## src/rtl/div_pkg.sv

```systemverilog
// rtl/div_pkg.sv - shared state encoding and counter sizing for the sequential divider
package div_pkg;

  typedef enum logic [1:0] {
    S_IDLE = 2'd0,
    S_ITER = 2'd1,
    S_FIX  = 2'd2,
    S_DONE = 2'd3
  } state_t;

  function automatic int cnt_w(input int width);
    return $clog2(width + 1);
  endfunction

endpackage

```

## src/rtl/div_penc.sv

```systemverilog
// rtl/div_penc.sv - leading-one priority encoder with all-zero flag
module div_penc #(
  parameter int WIDTH = 8
) (
  input  logic [WIDTH-1:0]         vec,
  output logic [$clog2(WIDTH)-1:0] idx,
  output logic                     zero
);

  localparam int IW = $clog2(WIDTH);

  // Highest set bit wins because later iterations overwrite earlier ones.
  always_comb begin
    idx = '0;
    for (int i = 0; i < WIDTH; i++) begin
      if (vec[i]) idx = IW'(i);
    end
  end

  assign zero = ~|vec;

endmodule

```

## src/rtl/div_seq_n.sv

```systemverilog
// rtl/div_seq_n.sv - normalising restoring divider with start/ready handshake; DIV_SIGNED_EN adds signed mode
module div_seq_n #(
  parameter int WIDTH = 8
) (
  input  logic             clk_in,
  input  logic             rst,
  input  logic             start,
`ifdef DIV_SIGNED_EN
  input  logic             signed_mode,
`endif
  input  logic [WIDTH-1:0] dividend,
  input  logic [WIDTH-1:0] divisor,
  output logic             ready,
  output logic             done,
  output logic [WIDTH-1:0] quotient,
  output logic [WIDTH-1:0] remainder,
  output logic             dbz
);
  import div_pkg::*;

  localparam int CNT_W = cnt_w(WIDTH);
  localparam int PW    = $clog2(WIDTH);

  state_t           state_q, state_d;
  logic [CNT_W-1:0] cnt_q, cnt_d;
  logic [WIDTH-1:0] ndiv_q, ndiv_d;
  logic [WIDTH-1:0] rem_q, rem_d;
  logic [WIDTH-1:0] quo_q, quo_d;
  logic             dbz_q, dbz_d;

  logic [WIDTH-1:0] a_mag, b_mag;
  logic [PW-1:0]    lead;
  logic             b_zero;
  logic [CNT_W-1:0] shamt;

`ifdef DIV_SIGNED_EN
  logic fix_q, fix_d, qneg_q, qneg_d, rneg_q, rneg_d;
  logic a_neg, b_neg;

  assign a_neg = signed_mode & dividend[WIDTH-1];
  assign b_neg = signed_mode & divisor[WIDTH-1];
  assign a_mag = a_neg ? -dividend : dividend;
  assign b_mag = b_neg ? -divisor  : divisor;
`else
  assign a_mag = dividend;
  assign b_mag = divisor;
`endif

  div_penc #(.WIDTH(WIDTH)) u_penc (
    .vec  (b_mag),
    .idx  (lead),
    .zero (b_zero)
  );

  // Shift that puts the divisor's leading one at the MSB; also sets the iteration count.
  assign shamt = CNT_W'(WIDTH - 1) - CNT_W'(lead);

  always_comb begin
    state_d = state_q;
    cnt_d   = cnt_q;
    ndiv_d  = ndiv_q;
    rem_d   = rem_q;
    quo_d   = quo_q;
    dbz_d   = dbz_q;
`ifdef DIV_SIGNED_EN
    fix_d   = fix_q;
    qneg_d  = qneg_q;
    rneg_d  = rneg_q;
`endif
    case (state_q)
      S_IDLE, S_DONE: begin
        if (start) begin
          state_d = S_ITER;
          dbz_d   = b_zero;
          if (b_zero) begin
            quo_d  = '1;
            rem_d  = dividend;
            ndiv_d = '0;
            cnt_d  = CNT_W'(1);
          end else begin
            quo_d  = '0;
            rem_d  = a_mag;
            ndiv_d = b_mag << shamt;
            cnt_d  = shamt + CNT_W'(1);
          end
`ifdef DIV_SIGNED_EN
          fix_d  = signed_mode & ~b_zero;
          qneg_d = a_neg ^ b_neg;
          rneg_d = a_neg;
`endif
        end
      end
      S_ITER: begin
        // A divide-by-zero result is already loaded; this cycle only paces done.
        if (!dbz_q) begin
          if (rem_q >= ndiv_q) begin
            rem_d = rem_q - ndiv_q;
            quo_d = {quo_q[WIDTH-2:0], 1'b1};
          end else begin
            quo_d = {quo_q[WIDTH-2:0], 1'b0};
          end
          ndiv_d = ndiv_q >> 1;
        end
        cnt_d = cnt_q - CNT_W'(1);
        if (cnt_q == CNT_W'(1)) begin
`ifdef DIV_SIGNED_EN
          state_d = fix_q ? S_FIX : S_DONE;
`else
          state_d = S_DONE;
`endif
        end
      end
`ifdef DIV_SIGNED_EN
      S_FIX: begin
        quo_d   = qneg_q ? -quo_q : quo_q;
        rem_d   = rneg_q ? -rem_q : rem_q;
        state_d = S_DONE;
      end
`endif
      default: state_d = S_IDLE;
    endcase
  end

  always_ff @(posedge clk_in) begin
    if (rst) begin
      state_q <= S_IDLE;
      cnt_q   <= '0;
      ndiv_q  <= '0;
      rem_q   <= '0;
      quo_q   <= '0;
      dbz_q   <= 1'b0;
`ifdef DIV_SIGNED_EN
      fix_q   <= 1'b0;
      qneg_q  <= 1'b0;
      rneg_q  <= 1'b0;
`endif
    end else begin
      state_q <= state_d;
      cnt_q   <= cnt_d;
      ndiv_q  <= ndiv_d;
      rem_q   <= rem_d;
      quo_q   <= quo_d;
      dbz_q   <= dbz_d;
`ifdef DIV_SIGNED_EN
      fix_q   <= fix_d;
      qneg_q  <= qneg_d;
      rneg_q  <= rneg_d;
`endif
    end
  end

  assign ready     = (state_q == S_IDLE) || (state_q == S_DONE);
  assign done      = (state_q == S_DONE);
  assign quotient  = quo_q;
  assign remainder = rem_q;
  assign dbz       = dbz_q;

endmodule

```

## config.mk

```make
export PLATFORM = sky130hd
export DESIGN_NAME = div_seq_n
export DESIGN_NICKNAME = d
export VERILOG_FILES = /design/src/rtl/div_pkg.sv /design/src/rtl/div_penc.sv /design/src/rtl/div_seq_n.sv
export SDC_FILE = /design/constraint.sdc
export NUM_CORES = 1
export LEC_CHECK = 0
export CORE_MARGIN = 5
export CORE_UTILIZATION = 45
export CTS_CLUSTER_DIAMETER = 30
export CTS_CLUSTER_SIZE = 28
export DETAILED_ROUTE_END_ITERATION = 16
export PLACE_DENSITY = 0.67
export RECOVER_POWER = 50
export SYNTH_ARGS = -nofsm -noshare
export SYNTH_HDL_FRONTEND = slang
export SYNTH_SLANG_ARGS = --single-unit
```

## constraint.sdc

```tcl
create_clock -name clk_in -period 2.7 [get_ports clk_in]
set_input_delay 0.405 -clock clk_in [delete_from_list [all_inputs] [get_ports clk_in]]
set_output_delay 0.405 -clock clk_in [all_outputs]
set_load 0.01 [all_outputs]
```

# Yosys cells after proc, flatten, opt, wreduce, memory -nomap -nowiden
# Index checks and enable logic that the tools add are counted.
# totals
reg_bits,31
latchBits,0
ramBits,0
mem_bits_ro,0
in_bits,19
output_inout_bits,19
elab_cells,56
n_memories,0
# op_classes
addsub,4
multipliers,0
n_div,0
n_lt_le_gt_ge,1
n_eq_ne,7
shifts,1
muxes,26
n_bitwise,0
reduce_logical,11
# op_table
op,count
$mux 8,9
$pmux 8 s2,3
$mux 3,4
$ge 8x8->1,1
$mux 2,4
$mux 4,2
$ne 2x2->1 const B,4
$pmux 4 s2,1
$reduce_or 8->1,1
$shl 8x4->8,1
$sub 8x8->8,1
$reduce_and 2->1,3
$add 4x1->4 const B,1
$eq 4x1->1 const B,1
$pmux 2 s2,1
$reduce_and 4->1,1
$sub 3x3->4 const A,1
$sub 4x1->4 const B,1
$reduce_and 3->1,1
$eq 2x1->1 const B,1
$eq 2x2->1 const B,1
$logic_not 2->1,1
$mux 1,2
$reduce_bool 2->1,1
3 further kinds,3

# Logic depth before layout (Yosys ltp)
# depth
depth_word,12
depth_mapped,10
depth_no_buf,9

# By module
# Synthesis repeated with hierarchy kept, for this count alone.
# unflattened
hier_cells,268
hier_area_um2,2235.9
# by_module_without_submodules
mod,instances,cells_each,area_per_inst_um2,seq_area_each_um2
div_seq_n,1,257,2168.3,620.6
div_penc,1,11,67.6,0.0

# Worst setup path before layout
# Ideal clock, no wire load.
# synth_timing
path_type,reg-to-reg
start,"register rem_q[0], in the netlist remainder[0]"
end,"register rem_q[0], in the netlist remainder[0]"
setup_time_ns,0.086
arrival_ns,1.961
required_time_ns,2.614
path_slack_ns,0.653
path_stages_with_launch,10
n_path_buf,0
synth_period_minus_slack_ns,2.047
cell_sequence,dfxtp_1 -> inv_1 -> ha_1 -> inv_1 -> fa_1 -> a211oi_1 -> o21ai_0 -> a32oi_1 -> nor2_1 -> a211oi_1
# synth_via
elab_chain_len,4
# synth_rtl
element,line,text
from (decl),div_seq_n.sv:27,"logic [WIDTH-1:0] rem_q, rem_d;"
from (signal assigned),div_seq_n.sv:141,rem_q <= rem_d;
$sub 8x8->8,div_seq_n.sv:97,rem_d = rem_q - ndiv_q;
$mux 8,div_seq_n.sv:96,if (rem_q >= ndiv_q) begin
$mux 8,div_seq_n.sv:95,if (!dbz_q) begin
$pmux 8 s2,div_seq_n.sv:70,case (state_q)
# Parallel ways exist; a longest one is shown, timed or not. The select of a mux whose other input is x is not followed.
# A chain may end at the register's enable or synchronous reset.

# Final worst setup path
# layout_timing
start,"register rem_q[0], in the netlist remainder[0]"
end,"register rem_q[3], in the netlist remainder[3]"
# Same word-level chain as after synthesis.

==> reports/results.ini <==
[synth]
syn_area_mm2 = 0.002231
syn_inst = 287
yosysSeqAreaShare_pct = 27.82
ys_seq_elements = 31
syn_avg_cell_area_um2 = 7.773
synth_top_area_share_pct = 27.82
synth_cell_types = 53
synth_area_leaders = dfxtp_1 28%, ha_1 7.9%, nor2_1 6.4%
async_flop_share_pct = 0
synthFlopType = dfxtp_1
syn_nets = 321
synth_area_leader_cell = dfxtp_1
synth_edf_count = 0
synth_warnings = 0

[pwr]
swShare_pct = 42.47
p_seq_share_pct = 27.2
p_int_mw = 1.411
ir_worst_vdd_mv = 0.5566
power.switching_mw = 1.041
power_frac_comb_pct = 57.8
p_clk_share_pct = 15.0
total_power_mw = 2.452
p_leak_nw = 1.143
pwr_density_cell_mw_per_mm2 = 885.2

[die]
die_w_um = 80.41
io_pins = 38
die_h_um = 80.41
rows = 25
core-area_mm2 = 0.004755
dieArea_mm2 = 0.006466
initial_core_util_pct = 46.92

[sta]
drv_slew = 0
fin_skew_ns = 0.007700
finalCritPeriodShare_pct = 88.87
worst_hold_slack_ns = 0.4802
fmax_ghz = 0.4167
finalHoldViolCount = 0
worst_pin_slew_ns = 0.6943
setup_slack_ns = 0.3004
setup_viol = 0
rsz0062_at_grt = no
maxSlewHeadroom_pct = 53.71
fin_crit_ns = 2.400
finalSetupTns_ns = 0

[run]
maxCapViolations = 0

[global_route]
grt_antenna_before_repair = 0
grtUsageTotal_pct = 18.62
grt_max_degree = 36
grt_pass1_vias = 2005
grt_pass1_wl_um = 9611
overflow = 0

[routing]
drtAntennaViolNets = 0
drc = 0
dr_wl_met2_um = 2493
dr.first_iter.drc_count = 154
wl_met1_um = 2833
vias = 2214
routed.top_layer = met4
routed_wirelength_um = 5707
dr.pass1.iters = 4
dr_wl_met3_um = 282
wire_per_inst_um = 14.38
viasPerCell = 5.577

[placed_design]
numPortBuffers = 37
place_congestion = 0.9312
place_worst_setup_slack_ns = 0.1595
place_hpwl_um = 4367
placed_area_mm2 = 0.002696
dp.cells = 390

[clock_network]
cts.sink_count = 31
numCtsBuffers = 5
post_cts_buffers = 0
htree_levels = 2
clk_latency_ns = 0.28
cts_tree = yes
root_buffer = clkbuf_8
ctsResizeCount = 0
cts_buffer_depth = 2
hold_buffers = 0
path_clk_slew_ns = 0.07

[cells_and_area]
fin_area_mm2 = 0.002770
antenna_cells = 0
instances_no_fill = 397
area_growth_pct = 24.17
drive_gt1_share_pct = 7.879
nets = 364
utilization_pct = 58.26

[setup_path]
cp_data_required_time_ns = 2.90
critPathKind = flop to flop
worstPathArrival_ns = 2.60
cp-start-kind = flop
end_kind = flop
crit_path_max_fanout = 4

[hold_path]
hold_class = flop to flop

[outcome]
status = finished clean

==> state kept, by name, indices dropped and copies added, names as in the netlist <==
signal	cells
quotient	8
state_q	2
dbz	1
cnt_q	4
remainder	8
ndiv_q	8
==> area by class of cell <==
type / count / area, um^2
fillers: 482 / 1984
multi-input cells: 220 / 1436
flip-flops and latches: 31 / 620.6
repair buffers: 50 / 459.2
well taps: 67 / 83.83
clock buffers: 6 / 82.58
inverters: 22 / 82.58
clock inverters: 1 / 5.005
==> synthesized netlist by cell type, types with 4 or more instances <==
| cell type | n |
|---|---|
| a211oi_1 | 18 |
| a311oi_1 | 4 |
| a21oi_1 | 20 |
| or3_1 | 4 |
| nor2_1 | 38 |
| mux2i_1 | 6 |
| a21o_1 | 8 |
| buf_2 | 5 |
| dfxtp_1 | 31 |
| buf_4 | 4 |
| nor2b_1 | 6 |
| ha_1 | 14 |
| nor3_1 | 5 |
| nor4_1 | 4 |
| inv_1 | 22 |
| o21ai_0 | 13 |
| nand2_1 | 22 |
==> layout by cell type (no fill, tap or decap), types with 3 or more instances in the layout <==
| cell type | instances |
|---|---|
| mux2i_1 | 5 |
| clkdlybuf4s50_1 | 19 |
| or3_1 | 4 |
| a32oi_1 | 3 |
| a311oi_1 | 4 |
| dlygate4sd3_1 | 18 |
| a21oi_1 | 20 |
| a211oi_1 | 18 |
| and3_1 | 3 |
| ha_1 | 14 |
| clkbuf_8 | 6 |
| nor3_1 | 5 |
| nand4_1 | 3 |
| o211ai_1 | 3 |
| a221oi_1 | 3 |
| nand2_1 | 22 |
| inv_1 | 22 |
| o21ai_0 | 13 |
| a21o_1 | 8 |
| nor2_1 | 38 |
| dfxtp_1 | 31 |
| nand2b_1 | 3 |
| xnor2_1 | 3 |
| nor4_1 | 5 |
| nor2b_1 | 6 |
| buf_4 | 10 |
==> per-layer routing <==
metal	vias to the layer above	GRT usage [%]
li1	1136	-
met1	1005	26.34
met2	63	28.31
met3	10	3.139
met4	0	6.419
met5	-	0
==> cell families after synthesis <==
logic type,Yosys count,share of synthesized area (%)
simple gates,99,21.48
fa+ha+maj,15,8.749
xor+xnor,3,1.178
mux,6,2.692
flops,31,27.82
buf+inv,36,7.683
compound gates,97,30.40
==> worst paths after layout <==
path / cells past startpoint / startpoint / slack, ns / endpoint
worst min register to register: 2 / remainder[0] / 0.48 / remainder[0]
worst min-delay path: 2 / remainder[0] / 0.48 / remainder[0]
worst max-delay path: 10 / remainder[0] / 0.30 / remainder[3]
worst max register to register: 10 / remainder[0] / 0.30 / remainder[3]
==> worst max-delay path, cell delays in order (launching register included) <==
cell	delay (ns)
dfxtp_1	0.31
inv_1	0.07
ha_1	0.18
inv_1	0.07
fa_1	0.42
a211oi_1	0.21
o21ai_0	0.16
a32oi_1	0.44
buf_4	0.22
a311oi_1	0.05
nor3_1	0.20
==> power groups by stage <==
stage | Sequential (mW) | Combinational (mW) | Clock [mW]
4_1_cts | 0.673 | 1.44 | 0.382
6_report | 0.668 | 1.42 | 0.368
2_1_floorplan | 0.697 | 0.965 | 0
5_1_grt | 0.688 | 1.58 | 0.396
3_5_place_dp | 0.683 | 1.43 | 0
3_3_place_gp | 0.679 | 1.40 | 0
Power figures use the tool's default switching activity.
